## config.mk

```make
export PLATFORM = sky130hd
export DESIGN_NAME = au_sequencer
export DESIGN_NICKNAME = d
export VERILOG_FILES = /design/src/rtl/au_sequencer.sv
export SDC_FILE = /design/constraint.sdc
export NUM_CORES = 1
export LEC_CHECK = 0
export CORE_UTILIZATION = 57
export CTS_CLUSTER_SIZE = 30
export DETAILED_ROUTE_END_ITERATION = 10
export PLACE_DENSITY = 0.86
export SETUP_SLACK_MARGIN = 0.2
export SLEW_MARGIN = 10
export SYNTH_ARGS = -nofsm -noshare
export SYNTH_HDL_FRONTEND = slang
export SYNTH_HIERARCHICAL = 1
export SYNTH_SLANG_ARGS = --single-unit
```

## constraint.sdc

```tcl
create_clock -name Clk -period 7.1 [get_ports Clk]
set_input_delay 1.065 -clock Clk [delete_from_list [all_inputs] [get_ports Clk]]
set_output_delay 1.065 -clock Clk [all_outputs]
set_load 0.01 [all_outputs]
```

## src/rtl/au_sequencer.sv

```systemverilog
// Multi-cycle ADD/SUB/MUL/DIV sequencer driving an 8-bit ripple add/sub unit.
// Owns every A/B/Cxor drive of the unit; one command in flight at a time.
module au_ripple #(
  parameter int WIDTH = 8
) (
  input  logic [WIDTH-1:0] a,
  input  logic [WIDTH-1:0] b,
  input  logic             cxor,
  output logic [WIDTH-1:0] s,
  output logic             cout,
  output logic             ovr
);

  logic [WIDTH-1:0] bx;
  logic [WIDTH:0]   c;

  assign bx   = b ^ {WIDTH{cxor}};
  assign c[0] = cxor;

  for (genvar i = 0; i < WIDTH; i++) begin : g_fa
    assign s[i]   = a[i] ^ bx[i] ^ c[i];
    assign c[i+1] = (a[i] & bx[i]) | (c[i] & (a[i] ^ bx[i]));
  end

  assign cout = c[WIDTH];
  assign ovr  = c[WIDTH-1] ^ c[WIDTH];

endmodule

module au_sequencer #(
  parameter int WIDTH = 8
) (
  input  logic               Clk,
  input  logic               ResetN,
  input  logic               Start,
  input  logic [1:0]         Op,
  input  logic [WIDTH-1:0]   OpA,
  input  logic [WIDTH-1:0]   OpB,
  output logic               Busy,
  output logic               Done,
  output logic [2*WIDTH-1:0] Result,
  output logic               Cout,
  output logic               OVR,
  output logic               Zero
);

  localparam int CW = $clog2(WIDTH);

  typedef enum logic [1:0] {
    IDLE,
    EXEC,
    ITER,
    DONE
  } state_t;

  state_t state;
  state_t state_n;

  logic [1:0]       op_q;
  logic [WIDTH-1:0] a_q;
  logic [WIDTH-1:0] b_q;
  logic             settle;
  logic [CW-1:0]    cnt;
  logic [WIDTH-1:0] hi;
  logic [WIDTH-1:0] lo;

  logic [WIDTH-1:0] dp_a;
  logic [WIDTH-1:0] dp_b;
  logic             dp_cx;
  logic [WIDTH-1:0] dp_s;
  logic             dp_c;
  logic             dp_v;

  logic             accept;
  logic             last;
  logic             single;
  logic [WIDTH-1:0] trial;
  logic [WIDTH-1:0] ms;
  logic             mc;
  logic             dacc;
  logic [WIDTH-1:0] hi_n;
  logic [WIDTH-1:0] lo_n;

  au_ripple #(
    .WIDTH(WIDTH)
  ) u_dp (
    .a   (dp_a),
    .b   (dp_b),
    .cxor(dp_cx),
    .s   (dp_s),
    .cout(dp_c),
    .ovr (dp_v)
  );

  assign accept = Start & ((state == IDLE) | (state == DONE));
  assign last   = (cnt == CW'(WIDTH - 1));
  // ADD/SUB and divide-by-zero finish straight out of EXEC
  assign single = ~op_q[1] | (op_q[0] & (b_q == '0));
  assign trial  = {hi[WIDTH-2:0], lo[WIDTH-1]};
  assign Zero   = (Result == '0);

  // hi/lo hold P_hi/P_lo for MUL and R/Q for DIV
  always_comb begin
    ms   = lo[0] ? dp_s : hi;
    mc   = lo[0] & dp_c;
    dacc = dp_c | hi[WIDTH-1];
    hi_n = hi;
    lo_n = lo;
    unique case (1'b1)
      ~op_q[0]: begin
        hi_n = {mc, ms[WIDTH-1:1]};
        lo_n = {ms[0], lo[WIDTH-1:1]};
      end
      op_q[0]: begin
        hi_n = dacc ? dp_s : trial;
        lo_n = {lo[WIDTH-2:0], dacc};
      end
    endcase
  end

  always_ff @(posedge Clk) begin
    if (!ResetN) begin
      state <= IDLE;
    end else begin
      state <= state_n;
    end
  end

  always_comb begin
    state_n = state;
    unique case (state)
      IDLE: begin
        if (Start) state_n = EXEC;
      end
      EXEC: begin
        if (settle) state_n = single ? DONE : ITER;
      end
      ITER: begin
        if (last) state_n = DONE;
      end
      DONE: begin
        state_n = Start ? EXEC : IDLE;
      end
    endcase
  end

  always_comb begin
    Busy  = 1'b0;
    Done  = 1'b0;
    dp_a  = '0;
    dp_b  = '0;
    dp_cx = 1'b0;
    unique case (state)
      IDLE: ;
      EXEC: begin
        Busy  = 1'b1;
        dp_a  = a_q;
        dp_b  = b_q;
        dp_cx = op_q[0];
      end
      ITER: begin
        Busy  = 1'b1;
        dp_a  = op_q[0] ? trial : hi;
        dp_b  = op_q[0] ? b_q : a_q;
        dp_cx = op_q[0];
      end
      DONE: begin
        Done = 1'b1;
      end
    endcase
  end

  // EXEC spends its first cycle letting latched operands settle the carry chain
  always_ff @(posedge Clk) begin
    if (!ResetN) begin
      op_q   <= '0;
      a_q    <= '0;
      b_q    <= '0;
      settle <= 1'b0;
      cnt    <= '0;
      hi     <= '0;
      lo     <= '0;
      Result <= '0;
      Cout   <= 1'b0;
      OVR    <= 1'b0;
    end else begin
      if (accept) begin
        op_q   <= Op;
        a_q    <= OpA;
        b_q    <= OpB;
        settle <= 1'b0;
      end
      if (state == EXEC) begin
        settle <= 1'b1;
        if (settle) begin
          cnt <= '0;
          hi  <= '0;
          unique case (1'b1)
            ~op_q[1]: begin
              Result <= {{WIDTH{1'b0}}, dp_s};
              Cout   <= dp_c;
              OVR    <= dp_v;
            end
            op_q[1] & ~op_q[0]: begin
              lo <= b_q;
            end
            op_q[1] & op_q[0] & (b_q == '0): begin
              Result <= {a_q, {WIDTH{1'b1}}};
              Cout   <= 1'b0;
              OVR    <= 1'b1;
            end
            op_q[1] & op_q[0] & (b_q != '0): begin
              lo <= a_q;
            end
          endcase
        end
      end
      if (state == ITER) begin
        hi  <= hi_n;
        lo  <= lo_n;
        cnt <= cnt + 1'b1;
        if (last) begin
          Result <= {hi_n, lo_n};
          Cout   <= 1'b0;
          OVR    <= ~op_q[0] & (hi_n != '0);
        end
      end
    end
  end

endmodule

```

After elaboration in Yosys (flattened, before gate mapping) --
Cells that the tools add are included.
Word-level totals: register bits 58, input bits 21, word-level logic and storage cells 131, output and inout port bits 21
Cells by class: reduce and logical (&&, ||, !) cells 13, mux-type cells 44, eq/ne operators 7, bitwise logic cells 55, add/subtract/negate cells 1
Operator list (count):
- two-way mux 8 bit | 10
- case mux 8 bit (2 select lines) | 5
- two-way mux 16 bit | 4
- case mux 16 bit (2 select lines) | 1
- bitwise AND 1 bit | 24
- bitwise XOR 1 bit | 17
- zero test 16 bit | 1
- nonzero test 8 bit | 2
- two-way mux 1 bit | 15
- OR 1 bit | 11
- two-way mux 3 bit | 3
- zero test 8 bit | 1
- case mux 2 bit (4 select lines) | 1
- bitwise XOR 8 bit | 1
- two-way mux 2 bit | 3
- inequality test 2 bit (second input constant) | 3
- AND reduction 3 bit | 2
- nonzero test 2 bit | 3
- equality test 2 bit (second input constant) | 2
- case mux 1 bit (2 select lines) | 2
- adder 3 x 1 -> 3 bit (second input constant) | 1
- equality test 3 bit (second input constant) | 1
- nonzero test 3 bit | 1
- equality test 2 x 1 -> 1 bit (second input constant) | 1
- other kinds (4) | 5

Logic depth before layout (Yosys ltp) --
depth in word-level cells 28, mapped depth 23, mapped depth without buffers 20

Modules after synthesis --
The synthesis kept the hierarchy.
By module, submodules not included:
- au_sequencer | seq. area each 1161.1 sq um, times used 1, area an instance 3420.8 sq um, cells an instance 426
- au_ripple | seq. area each 0.0 sq um, times used 1, area an instance 286.5 sq um, cells an instance 30

Worst setup path after synthesis --
OpenSTA, ideal clock, no wires.
path type reg-to-reg, from register op_q[0], to register OVR, required time 6.964 ns, setup slack 1.693 ns, arrival time 5.272 ns, setup time 0.136 ns, cell stages (with the launch flop) 22, period minus slack after synthesis 5.407 ns, path buffers 3, path through dfxtp_1 buf_1 buf_2 buf_2 mux2i_1 o21ai_0 and2_1 xor2_1 fa_1 inv_1 fa_1 fa_1 fa_1 fa_1 fa_1 inv_1 fa_1 o211a_1 a311oi_1 o211ai_1 nor4_1 o31ai_1
On the way: elaborated cells on any way between the ends 62, those cells by class mux: 13; bitwise: 48; reduce/logical: 1
RTL lines:
- from (decl) | line 59 | logic [1:0] op_q;
- from (signal assigned) | line 188 | op_q <= Op;
- two-way mux 8 bit * | line 164 | dp_b = op_q[0] ? b_q : a_q;
- case mux 8 bit (2 select lines) * | line 153 | unique case (state)
- via dp_b[1] | line 68 | logic [WIDTH-1:0] dp_b;
- bitwise XOR 8 bit * | line 17 | assign bx = b ^ {WIDTH{cxor}};
- bitwise XOR 1 bit | line 22 | assign c[i+1] = (a[i] & bx[i]) | (c[i] & (a[i] ^ bx[i]));
- bitwise AND 1 bit | line 22
- OR 1 bit * | line 22
- bitwise AND 1 bit * | line 22
- [... 9 more ...]
- bitwise XOR 1 bit * | line 21 | assign s[i] = a[i] ^ bx[i] ^ c[i];
- via dp_s[7] | line 70 | logic [WIDTH-1:0] dp_s;
- two-way mux 8 bit (on tied branches) | line 104, 115
- case mux 8 bit (2 select lines) * | line 109 | unique case (1'b1)
- nonzero test 8 bit * | line 225 | OVR <= ~op_q[0] & (hi_n != '0);
- bitwise AND 1 bit * | line 225
- two-way mux 1 bit * | line 222 | if (last) begin
- two-way mux 1 bit * | line 218 | if (state == ITER) begin
- to (signal assigned) | line 202 | OVR <= dp_v;
- to (signal assigned) | line 225
- to (decl) | line 43 | output logic OVR,
The timed path passes the listed nets; every way through them passes the cells marked *. A chain may end at the register's enable or synchronous reset.

Worst setup path after layout --
from register state[1], to register OVR
On the way: elaborated cells on any way between the ends 60, those cells by class eq/ne: 2; mux: 11; bitwise: 45; reduce/logical: 2
RTL lines:
- from (decl) | line 56 | state_t state;
- from (signal assigned) | line 125 | state <= state_n;
- equality test 2 bit or equality test 2 x 1 -> 1 bit (tied branches) | line 153
- case mux 8 bit (2 select lines) * | line 153
- via dp_b[1] | line 68
- bitwise XOR 8 bit * | line 17
- bitwise XOR 1 bit | line 22
- bitwise AND 1 bit | line 22
- OR 1 bit * | line 22
- bitwise AND 1 bit * | line 22
- [... 9 more ...]
- bitwise XOR 1 bit * | line 21
- via dp_s[7] | line 70
- two-way mux 8 bit (on tied branches) | line 104, 115
- case mux 8 bit (2 select lines) * | line 109
- nonzero test 8 bit * | line 225
- bitwise AND 1 bit * | line 225
- two-way mux 1 bit * | line 222
- two-way mux 1 bit * | line 218
Marks and branches as above.

==> results.json <==
{
  "result_of_the_run": "complete, no violations",
  "worst_ep_required_time_ps": 7330,
  "hold_class": "reg2reg",
  "postCtsSetupBuffers": 0,
  "worst_ep_arrival_time_ps": 5940,
  "critical-path-slowest-cell": "sky130_fd_sc_hd__ha_1",
  "ios": 42,
  "number_of_global_route_vias_before_repair": 3241,
  "criticalPathCategory": "reg2reg",
  "synthDistinctLibCells": 47,
  "setup-violations-final": 0,
  "cts_max_path_buffers": 2,
  "synth_top_area_share_pct": 31.3,
  "synth.yosys.warnings": 6,
  "gr_met1_demand_resource_pct": 43.3,
  "drv_slew": 0,
  "dpl-instance-area_um2": 4140,
  "cts.sink_count": 58,
  "asyncSetResetFlopFracSynth_pct": 0,
  "dpl.cell_count": 550,
  "r2r.worst_path.cells": 20,
  "busiest_layer": "met2",
  "synth-edff-count": 0,
  "postSynthCellCount": 456,
  "max_clock_freq_mhz": 175,
  "syn_to_final_growth_pct": 18.1,
  "dr.first_iter.drc_count": 359,
  "fin_cells": 566,
  "holdPathStages": 2,
  "reg2reg_from": "state[1]",
  "grt_first_pass_wirelength_um": 16700,
  "post_route_cells_drive_above_1_share_pct": 6.54,
  "finish.net_count": 519,
  "initial_core_util_pct": 58.7,
  "critical_path.reg2reg.endpoint": "OVR",
  "worst_slew_pin_slew_ps": 1050,
  "power.share.switching_pct": 39.9,
  "die_h_um": 82.6,
  "overflow": 0,
  "final_hold_viol_count": 0,
  "critical_path.startpoint": "state[1]",
  "critical_path_peak_fanout": 22,
  "synth.avg_cell_area_um2": 8.13,
  "post-synth-top-area-cell": "sky130_fd_sc_hd__dfxtp_1",
  "synth_sequential_area_ratio_pct": 31.3,
  "crit_share_post_route_pct": 80.5,
  "fin_skew_ps": 8.35,
  "crit_path_end": "OVR",
  "grt.total_usage_pct": 34.0,
  "gr-usage-met3_pct": 8.79,
  "synthesis.area_um2": 3710,
  "postRouteWirelength_um": 10700,
  "max-vdd-ir-drop_uv": 236,
  "cts_tree": "done",
  "power_per_cell_area_nw_per_um2": 301,
  "register_clock_pin_slew_on_the_reported_worst_setup_and_hold_paths_ps": 70,
  "synth-seq-cells": 58,
  "vias_per_cell": 6.34,
  "fp-row-count": 29,
  "timing.critical_path.from_type": "flip-flop",
  "grt_max_degree": 36,
  "seq_power_share_pct": 32.4,
  "port-buffer-count": 41,
  "grt_setup_unrepaired": "no",
  "fin_worst_hold_slack_ps": 470,
  "worst-r2r-setup-slack_ps": 1390,
  "internal_power_w": 0.000793,
  "crit_path_end_kind": "flip-flop",
  "detail_route.drc_violations": 0,
  "leakage_nw": 1.52,
  "slew_headroom_pct": 30.1,
  "tritoncts.num_buffers": 9,
  "dp_hpwl_um": 7740,
  "comb_power_share_pct": 38.9,
  "setup-tns-final_ps": 0,
  "clockRootBuffer": "sky130_fd_sc_hd__clkbuf_8",
  "ctsResizeCount": 0,
  "design.core.area_um2": 6310,
  "diodes": 0,
  "synth-main-ff-cell": "sky130_fd_sc_hd__dfxtp_1",
  "worstPathCellList": "inv_1, ha_1, nand2_1, o21ai_0, and2_1, xor2_1, fa_1, inv_1, fa_1, fa_1, fa_1, fa_1, fa_1, inv_1, fa_1, o211a_1, a311oi_1, o211ai_1, nor4_1, o31ai_1",
  "route.vias.total": 3590,
  "ctsHoldBuffers": 0,
  "routed_wire_length_per_instance_um": 18.9,
  "clkLatencyLatePin_ps": 360,
  "antenna_found_initial": 1,
  "critPathMostFrequentCell": "sky130_fd_sc_hd__fa_1",
  "post_route_minimum_period_ps": 5710,
  "floorplan.die_area_um2": 6830,
  "detail_route.first_pass.iterations": 5,
  "max-cap-violations": 0,
  "ctsHtreeMaxLevel": 3,
  "clock_power_share_pct": 28.7,
  "critical_path.max_stage_delay_ps": 720,
  "gp_routability_congestion": 0.942,
  "final_ant_viol_nets": 0,
  "synthesis.nets": 491,
  "postLayoutCellArea_um2": 4380,
  "die_width_um": 82.6,
  "power_switching_w": 0.000527,
  "yosys-top-cells-area": "sky130_fd_sc_hd__dfxtp_1 31%, sky130_fd_sc_hd__nand2_1 8.1%, sky130_fd_sc_hd__mux2i_1 6.7%",
  "grt_util_met2_pct": 54.0
}
[metrics by stage]
step | util (%) | setup slack [ps] | power [W]
2_1_floorplan | - | 1690 | 0.000764
3_5_place_dp | 65.5 | 1500 | 0.000933
4_1_cts | 69.4 | 1470 | 0.00131
3_3_place_gp | 65.5 | 1710 | 0.000925
6_report | 69.4 | 1390 | 0.00132
5_1_grt | 69.4 | 1150 | 0.00138
[state kept, by name (all words and copies together), names as in the netlist]
signal,flops
Result,16
lo,8
OVR,1
settle,1
hi,8
op_q,2
Cout,1
cnt,3
state,2
a_q,8
b_q,8
[cell usage in the layout, fill, tap and decap left out, types with 4 or more instances in the layout]
| cell type | count |
|---|---|
| sky130_fd_sc_hd__a211o_1 | 5 |
| sky130_fd_sc_hd__a211oi_1 | 5 |
| sky130_fd_sc_hd__a21boi_0 | 25 |
| sky130_fd_sc_hd__a221oi_1 | 12 |
| sky130_fd_sc_hd__a22oi_1 | 8 |
| sky130_fd_sc_hd__and2_1 | 20 |
| sky130_fd_sc_hd__buf_4 | 7 |
| sky130_fd_sc_hd__clkbuf_8 | 9 |
| sky130_fd_sc_hd__clkdlybuf4s50_1 | 41 |
| sky130_fd_sc_hd__dfxtp_1 | 58 |
| sky130_fd_sc_hd__fa_1 | 7 |
| sky130_fd_sc_hd__ha_1 | 7 |
| sky130_fd_sc_hd__inv_1 | 24 |
| sky130_fd_sc_hd__mux2i_1 | 25 |
| sky130_fd_sc_hd__nand2_1 | 80 |
| sky130_fd_sc_hd__nand3_1 | 5 |
| sky130_fd_sc_hd__nor2_1 | 21 |
| sky130_fd_sc_hd__nor2b_1 | 13 |
| sky130_fd_sc_hd__nor4_1 | 5 |
| sky130_fd_sc_hd__o211a_1 | 5 |
| sky130_fd_sc_hd__o21ai_0 | 44 |
| sky130_fd_sc_hd__o221ai_1 | 11 |
| sky130_fd_sc_hd__o311a_1 | 4 |
| sky130_fd_sc_hd__xnor2_1 | 6 |
[worst min path at each step]
stage	from	to
6_report	cnt[2]	cnt[2]
5_1_grt	cnt[2]	cnt[2]
4_1_cts	cnt[2]	cnt[2]
3_5_place_dp	cnt[2]	cnt[2]
3_3_place_gp	cnt[1]	cnt[1]
2_1_floorplan	cnt[1]	cnt[1]
[area by class of cell]
type / instances / area, um2
clock buffer: 9 / 124
clock inverter: 7 / 118
fill: 547 / 1930
inverter: 24 / 90.1
multi-input combinational: 343 / 2330
sequential: 58 / 1160
tap: 77 / 96.3
timing repair buffer: 48 / 463
[critical path, delay by kind of cell (launching register included)]
kind / cells / cell delay, ps
adders and majority gates: 8 / 3390
AOI/OAI and AO/OA: 5 / 880
and+or+nand+nor: 3 / 490
DFF: 1 / 350
buffers and inverters: 3 / 270
xor gates and xnor gates: 1 / 210
[power by group through the flow]
stage | Clock, W | Combinational [W] | Sequential [W]
floorplan | 0 | 0.000355 | 0.000409
global placement | 0 | 0.000496 | 0.000429
detailed placement | 0 | 0.000501 | 0.000432
CTS | 0.000377 | 0.000506 | 0.000426
global route | 0.000393 | 0.000559 | 0.000432
finish | 0.000379 | 0.000513 | 0.000428
[routing by layer]
metal / share of wire, % / vias up
li1: - / 1675
met1: 43 / 1713
met2: 46 / 167
met3: 7.9 / 33
met4: 2.8 / 2
met5: 0.11 / -
[synth_stat cells (all sizes together) (7+ instances only)]
master and n:
a21boi 25, a221oi 12, a22oi 8, and2 20, clkbuf 25, dfxtp 58
fa 7, ha 7, inv 24, mux2i 25, nand2 80, nor2 21
nor2b 13, o21ai 45, o221ai 11
[kinds of logic after synthesis]
logic type	Yosys count	share of synthesized area, %
AOI/OAI and AO/OA	141	27.4
xor gates and xnor gates	9	2.13
adders and majority gates	14	6.14
buffers and inverters	55	5.91
DFF	58	31.3
muxes	27	7.36
and+or+nand+nor	152	19.8
(Power assumes the default switching activity.)
